## src/rtl/georgios_core_if.sv

```systemverilog
// Bus between the Georgios program sequencer (master) and the execution core (slave).
// Carries the instruction word, decoded/execution status and the debug register port.
interface georgios_core_if #(
  parameter int w       = 8,
  parameter int op_w    = 8,
  parameter int sel_w   = 4,
  parameter int flags_w = 6
);
  logic               instr_valid;
  logic [op_w-1:0]    i0;
  logic [w-1:0]       i1;
  logic [w-1:0]       i2;
  logic [w-1:0]       i3;
  logic [flags_w-1:0] flags;
  logic [w-1:0]       result;
  logic               status;
  logic               wr_en;
  logic [sel_w-1:0]   wr_sel;
  logic               halted;
  logic               illegal;
  logic [sel_w-1:0]   dbg_sel;
  logic [w-1:0]       dbg_data;

  modport master (
    output instr_valid, i0, i1, i2, i3, dbg_sel,
    input  flags, result, status, wr_en, wr_sel, halted, illegal, dbg_data
  );

  modport slave (
    input  instr_valid, i0, i1, i2, i3, dbg_sel,
    output flags, result, status, wr_en, wr_sel, halted, illegal, dbg_data
  );
endinterface

```

## src/rtl/georgios_core.sv

```systemverilog
// Georgios CPU execution core: decoder, 16-entry register file and add/sub ALU.
// Stage 1 captures and decodes the instruction, stage 2 executes and writes back.
module georgios_core #(
  parameter int w       = 8,
  parameter int op_w    = 8,
  parameter int sel_w   = 4,
  parameter int flags_w = 6
) (
  input  logic            clock,
  input  logic            reset,
  georgios_core_if.slave  bus
);

  localparam int F_HALT  = 0;
  localparam int F_ALUOP = 1;
  localparam int F_ZENB  = 2;
  localparam int F_YENB  = 3;
  localparam int F_XENB  = 4;
  localparam int F_AIMM  = 5;

  localparam logic [op_w-1:0] OP_NOP  = op_w'(8'h00);
  localparam logic [op_w-1:0] OP_SET  = op_w'(8'h01);
  localparam logic [op_w-1:0] OP_MOV  = op_w'(8'h02);
  localparam logic [op_w-1:0] OP_ADD  = op_w'(8'h03);
  localparam logic [op_w-1:0] OP_SUB  = op_w'(8'h04);
  localparam logic [op_w-1:0] OP_ADDI = op_w'(8'h05);
  localparam logic [op_w-1:0] OP_HALT = op_w'(8'hFF);

  logic [w-1:0]       r_regs [2**sel_w];
  logic [sel_w-1:0]   r_xSel;
  logic [sel_w-1:0]   r_ySel;
  logic [sel_w-1:0]   r_zSel;
  logic [w-1:0]       r_imm;
  logic [flags_w-1:0] r_flags;
  logic               r_illegal;
  logic [w-1:0]       r_result;
  logic               r_status;
  logic               r_wrEn;
  logic [sel_w-1:0]   r_wrSel;
  logic               r_halted;

  logic [flags_w-1:0] w_decFlags;
  logic               w_decIllegal;
  logic [sel_w-1:0]   w_decZSel;
  logic               w_capture;
  logic [w-1:0]       w_x;
  logic [w-1:0]       w_y;
  logic [w:0]         w_alu;
  logic               w_unusedArgBits;

  assign w_unusedArgBits = ^{bus.i1[w-1:sel_w], bus.i3[w-1:sel_w]};

  // SET/MOV are expressed as 0+imm and 0+regs[i2] so every write goes through the ALU.
  always_comb begin
    w_decFlags   = '0;
    w_decIllegal = 1'b0;
    w_decZSel    = bus.i3[sel_w-1:0];
    case (bus.i0)
      OP_NOP: ;
      OP_SET: begin
        w_decFlags[F_AIMM] = 1'b1;
        w_decFlags[F_ZENB] = 1'b1;
        w_decZSel          = bus.i1[sel_w-1:0];
      end
      OP_MOV: begin
        w_decFlags[F_YENB] = 1'b1;
        w_decFlags[F_ZENB] = 1'b1;
        w_decZSel          = bus.i1[sel_w-1:0];
      end
      OP_ADD: begin
        w_decFlags[F_XENB] = 1'b1;
        w_decFlags[F_YENB] = 1'b1;
        w_decFlags[F_ZENB] = 1'b1;
      end
      OP_SUB: begin
        w_decFlags[F_XENB]  = 1'b1;
        w_decFlags[F_YENB]  = 1'b1;
        w_decFlags[F_ZENB]  = 1'b1;
        w_decFlags[F_ALUOP] = 1'b1;
      end
      OP_ADDI: begin
        w_decFlags[F_AIMM] = 1'b1;
        w_decFlags[F_XENB] = 1'b1;
        w_decFlags[F_ZENB] = 1'b1;
      end
      OP_HALT: w_decFlags[F_HALT] = 1'b1;
      default: w_decIllegal = 1'b1;
    endcase
  end

  // A HALT still sitting in IR blocks the next capture too, since halted only rises one edge later.
  assign w_capture = bus.instr_valid && !r_halted && !r_flags[F_HALT];

  always_ff @(posedge clock or posedge reset) begin
    if (reset) begin
      r_xSel    <= '0;
      r_ySel    <= '0;
      r_zSel    <= '0;
      r_imm     <= '0;
      r_flags   <= '0;
      r_illegal <= 1'b0;
    end else if (w_capture) begin
      r_xSel    <= bus.i1[sel_w-1:0];
      r_ySel    <= bus.i2[sel_w-1:0];
      r_zSel    <= w_decZSel;
      r_imm     <= bus.i2;
      r_flags   <= w_decFlags;
      r_illegal <= w_decIllegal;
    end else begin
      r_xSel  <= '0;
      r_ySel  <= '0;
      r_zSel  <= '0;
      r_imm   <= '0;
      r_flags <= '0;
    end
  end

  assign w_x   = r_flags[F_XENB] ? r_regs[r_xSel] : '0;
  assign w_y   = r_flags[F_AIMM] ? r_imm : (r_flags[F_YENB] ? r_regs[r_ySel] : '0);
  // Bit w is carry for ADD and, because the subtraction is unsigned over w+1 bits, borrow for SUB.
  assign w_alu = r_flags[F_ALUOP] ? ({1'b0, w_x} - {1'b0, w_y}) : ({1'b0, w_x} + {1'b0, w_y});

  always_ff @(posedge clock or posedge reset) begin
    if (reset) begin
      for (int k = 0; k < 2**sel_w; k++) r_regs[k] <= '0;
      r_result <= '0;
      r_status <= 1'b0;
      r_wrEn   <= 1'b0;
      r_wrSel  <= '0;
      r_halted <= 1'b0;
    end else begin
      r_wrEn <= r_flags[F_ZENB];
      if (r_flags[F_ZENB]) begin
        r_regs[r_zSel] <= w_alu[w-1:0];
        r_result       <= w_alu[w-1:0];
        r_wrSel        <= r_zSel;
      end
      if (r_flags[F_XENB]) r_status <= w_alu[w];
      if (r_flags[F_HALT]) r_halted <= 1'b1;
    end
  end

  assign bus.flags    = r_flags;
  assign bus.result   = r_result;
  assign bus.status   = r_status;
  assign bus.wr_en    = r_wrEn;
  assign bus.wr_sel   = r_wrSel;
  assign bus.halted   = r_halted;
  assign bus.illegal  = r_illegal;
  assign bus.dbg_data = r_regs[bus.dbg_sel];

endmodule

```

## src/flat_wrapper.sv

```systemverilog
// flat-port wrapper written by rule: the top's interface ports become plain ports
module georgios_core_flat 
#(
  parameter int w       = 8,
  parameter int op_w    = 8,
  parameter int sel_w   = 4,
  parameter int flags_w = 6
)
  (clock, reset, bus_instr_valid, bus_i0, bus_i1, bus_i2, bus_i3, bus_dbg_sel, bus_flags, bus_result, bus_status, bus_wr_en, bus_wr_sel, bus_halted, bus_illegal, bus_dbg_data);
  georgios_core_if #(.w(w), .op_w(op_w), .sel_w(sel_w), .flags_w(flags_w)) bus_i ();
  input  logic clock;
  input  logic reset;
  input wire logic [$bits(bus_i.instr_valid)-1:0] bus_instr_valid;
  input wire logic [$bits(bus_i.i0)-1:0] bus_i0;
  input wire logic [$bits(bus_i.i1)-1:0] bus_i1;
  input wire logic [$bits(bus_i.i2)-1:0] bus_i2;
  input wire logic [$bits(bus_i.i3)-1:0] bus_i3;
  input wire logic [$bits(bus_i.dbg_sel)-1:0] bus_dbg_sel;
  output wire logic [$bits(bus_i.flags)-1:0] bus_flags;
  output wire logic [$bits(bus_i.result)-1:0] bus_result;
  output wire logic [$bits(bus_i.status)-1:0] bus_status;
  output wire logic [$bits(bus_i.wr_en)-1:0] bus_wr_en;
  output wire logic [$bits(bus_i.wr_sel)-1:0] bus_wr_sel;
  output wire logic [$bits(bus_i.halted)-1:0] bus_halted;
  output wire logic [$bits(bus_i.illegal)-1:0] bus_illegal;
  output wire logic [$bits(bus_i.dbg_data)-1:0] bus_dbg_data;
  assign bus_i.instr_valid = bus_instr_valid;
  assign bus_i.i0 = bus_i0;
  assign bus_i.i1 = bus_i1;
  assign bus_i.i2 = bus_i2;
  assign bus_i.i3 = bus_i3;
  assign bus_i.dbg_sel = bus_dbg_sel;
  assign bus_flags = bus_i.flags;
  assign bus_result = bus_i.result;
  assign bus_status = bus_i.status;
  assign bus_wr_en = bus_i.wr_en;
  assign bus_wr_sel = bus_i.wr_sel;
  assign bus_halted = bus_i.halted;
  assign bus_illegal = bus_i.illegal;
  assign bus_dbg_data = bus_i.dbg_data;
  georgios_core #(.w(w), .op_w(op_w), .sel_w(sel_w), .flags_w(flags_w)) u_core (.clock(clock), .reset(reset), .bus(bus_i));
endmodule
```

## config.mk

```make
export PLATFORM = sky130hd
export DESIGN_NAME = georgios_core_flat
export DESIGN_NICKNAME = d
export VERILOG_FILES = /design/src/rtl/georgios_core_if.sv /design/src/rtl/georgios_core.sv /design/src/flat_wrapper.sv
export SDC_FILE = /design/constraint.sdc
export NUM_CORES = 1
export LEC_CHECK = 0
export ABC_AREA = 1
export CAP_MARGIN = 0
export CELL_PAD_IN_SITES_DETAIL_PLACEMENT = 1
export CELL_PAD_IN_SITES_GLOBAL_PLACEMENT = 1
export CORE_MARGIN = 4
export CORE_UTILIZATION = 47
export DETAILED_ROUTE_END_ITERATION = 16
export GPL_TIMING_DRIVEN = 0
export PLACE_DENSITY = 0.93
export SYNTH_ARGS = -nofsm -noshare
export SYNTH_HDL_FRONTEND = slang
export SYNTH_SLANG_ARGS = --single-unit
```

## constraint.sdc

```tcl
create_clock -name clock -period 12.9 [get_ports clock]
set_input_delay 2.58 -clock clock [delete_from_list [all_inputs] [get_ports clock]]
set_output_delay 2.58 -clock clock [all_outputs]
set_load 0.02 [all_outputs]
```

==> results.json <==
{
  "status": "complete, but fails checks",
  "violations": "max-capacitance violations",
  "coreArea_um2": 21200,
  "synthMuxAreaShare": 0.000979,
  "clock_latency_ps": 470,
  "met3_length_mm": 8.16,
  "n_antenna_cell": 0,
  "slew_headroom": 0.0119,
  "routabilityCongestion": 1.09,
  "report.final.slew_viol_count": 0,
  "grt_pass1_vias": 12800,
  "cts_resized": 0,
  "via_per_inst": 6.82,
  "hold_end": "u_core.bus.status",
  "synth_fa_ha_area_frac": 0.0130,
  "synth-compound-area-share": 0.244,
  "cp.required_ps": 10320,
  "min-delay-start": "u_core.bus.status",
  "cts_tree": "done",
  "yosys.area_share.simple": 0.230,
  "rows": 53,
  "clk_pin_slew_ps": 70,
  "dpl_worst_slack_ps": 4870,
  "r2r_slack_ps": 7130,
  "port_buffers": 57,
  "netlist_area_um2": 10200,
  "power.leakage_nw": 5.10,
  "synth_common_cells": "nand2_1 (329), o21ai_0 (273), dfrtp_1 (166)",
  "grt_antenna_before_repair": 0,
  "layout_min_cycle_time_ps": 8470,
  "hold_buffers": 0,
  "post_route_cells_drive_above_1_share": 0.0406,
  "drt-pass1-iter-count": 8,
  "wl_met2_mm": 23.1,
  "fin_tns_setup_ps": 0,
  "floorplan.initialDensity": 0.482,
  "maxCapViolCount": 1,
  "critical_path.startpoint_type": "input port",
  "ys_warn_count": 0,
  "pin_count": 69,
  "ys.flop_type": "dfrtp_1",
  "worst_ep_arrival_time_ps": 5890,
  "grt_max_degree": 117,
  "wl_per_cell_um": 30.7,
  "drtAntennaViolNets": 0,
  "yosysMostFrequentCell": "nand2_1",
  "register_area_um2": 4150,
  "cts_buffers": 17,
  "detail_route.iter0.violations": 1973,
  "rsz0062_at_grt": "false",
  "synthesis.instances": 1485,
  "die_y_um": 156,
  "synth-edff-count": 0,
  "yosysTopAreaCellShare": 0.406,
  "synth_xor_area_frac": 0.00685,
  "vias": 12600,
  "finalCritPeriodShare": 0.657,
  "yosysSeqAreaShare": 0.406,
  "fill_cells": 2796,
  "reg2reg_depth": 20,
  "worst_slack_ps": 4430,
  "die_area_um2": 24200,
  "finalHoldViolCount": 0,
  "max_freq_ghz": 0.118,
  "multi_input_area_um2": 5060,
  "postCtsSetupBuffers": 0,
  "p_total_w": 0.00130,
  "top_layer_used": "met4",
  "grt_pass1_wl_mm": 82.5,
  "track_usage": 0.468,
  "htree_levels": 4,
  "synth_top_family_by_area": "compound AO/OA/AOI/OAI gates",
  "synthDistinctLibCells": 31,
  "ir_drop_mv": 0.0884,
  "root_buffer": "clkbuf_16",
  "globalRoute.totalOverflow": 0,
  "critPathCaptureType": "output port",
  "synth.avg_cell_area_um2": 6.89,
  "hp-class": "flip-flop to flip-flop",
  "crit-reg2reg-launch": "u_core.r_xSel[0]",
  "setup_violations": 0,
  "holdPathStages": 2,
  "synth_fp_nets": 1534,
  "drc": 0,
  "wl_mm": 56.7,
  "ys_ff_latch": 166,
  "r2r-end": "u_core.r_regs[78]",
  "fin_worst_skew_ps": 19.0,
  "die_w_um": 156,
  "wl_met1_mm": 20.5,
  "critPathMaxFanout": 10,
  "cts_sinks": 166,
  "power_density_nw_per_um2": 111,
  "yosysTopAreaCell": "dfrtp_1",
  "final_core_util": 0.554,
  "worst_slew_pin_slew_ps": 1480,
  "worst-setup-path-type": "input port to output port",
  "clockBufferDepth": 2,
  "area_growth_pct": 15.0,
  "yosys-top-cells-area": "dfrtp_1 (41%), o21ai_0 (13%), nand2_1 (12%)",
  "async_reset_ff_frac": 1.00,
  "place_hpwl_mm": 39.5,
  "nets": 1611
}
-- state kept, by name, indices dropped and copies added, names as in the netlist --
name / cells
u_core.r_regs: 128
u_core.bus.result: 8
u_core.bus.flags: 6
u_core.r_imm: 5
u_core.bus.wr_sel: 4
u_core.r_xSel: 4
u_core.r_zSel: 4
u_core.r_ySel: 3
u_core.bus.halted: 1
u_core.bus.illegal: 1
u_core.bus.status: 1
u_core.bus.wr_en: 1
-- area by class of cell --
type                            instances  area share
Multi-Input combinational cell       1062       0.431
Sequential cell                       166       0.353
Inverter                              168      0.0542
Timing Repair Buffer                   58      0.0508
Clock buffer                           20      0.0380
Buffer                                 89      0.0320
Tap cell                              275      0.0292
Clock inverter                         12      0.0121
-- cells by family after synthesis --
kind of cell | after synthesis
adders and majority gates | 10
AOI/OAI and AO/OA | 472
xor gates and xnor gates | 8
muxes | 1
and+or+nand+nor | 571
DFF | 166
buffers and inverters | 257
-- report_power, final --
part           switching, W  leakage [nW]  internal [W]  total (W)
Combinational      0.000158          2.52     0.0000568   0.000215
Sequential       0.00000715          2.29      0.000528   0.000535
Clock              0.000257         0.292      0.000295   0.000552
-- through the flow --
| step | hold WS, ps | instances | cell area [um^2] |
|---|---|---|---|
| CTS | 488 | 1850 | 11800 |
| detailed placement | 470 | 1818 | 11200 |
| floorplan | 453 | 1485 | 10200 |
| finish | 487 | 1850 | 11800 |
| global route | 514 | 1850 | 11800 |
| global placement | 451 | 1817 | 11100 |
-- critical path: stages --
cell and delay (ps):
clkbuf_1 330, clkbuf_1 690, buf_1 930, a21oi_1 230, o221ai_1 390, nand2_1 170, clkdlybuf4s50_1 560
-- worst max-delay path by stage --
stage	from	end	slack [ps]	cells past startpoint
after floorplan	reset	u_core.bus.flags[0]	5830	1
after global placement	reset	u_core.r_regs[81]	3580	2
after detailed placement	bus_dbg_sel[0]	bus_dbg_data[2]	4870	7
after CTS	bus_dbg_sel[0]	bus_dbg_data[2]	4760	7
after global routing	bus_dbg_sel[0]	bus_dbg_data[2]	4630	7
final	bus_dbg_sel[0]	bus_dbg_data[2]	4430	7
-- cell usage in the layout, fill, tap and decap left out, types with 9 or more instances in the layout --
cell / instances
nand2_1: 329
o21ai_0: 273
dfrtp_1: 166
inv_1: 160
a21oi_1: 143
nand3_1: 143
nor2_1: 87
clkbuf_1: 62
clkdlybuf4s50_1: 57
o211ai_1: 33
clkbuf_16: 17
buf_2: 13
o221ai_1: 12
buf_1: 9
ha_1: 9
-- metal layers --
metal / track usage / up-vias
li1: - / 5095
met1: 0.590 / 6073
met2: 0.671 / 1097
met3: 0.169 / 347
met4: 0.318 / 0
met5: 0 / -
Note: power is estimated with default switching activity, not from simulation.
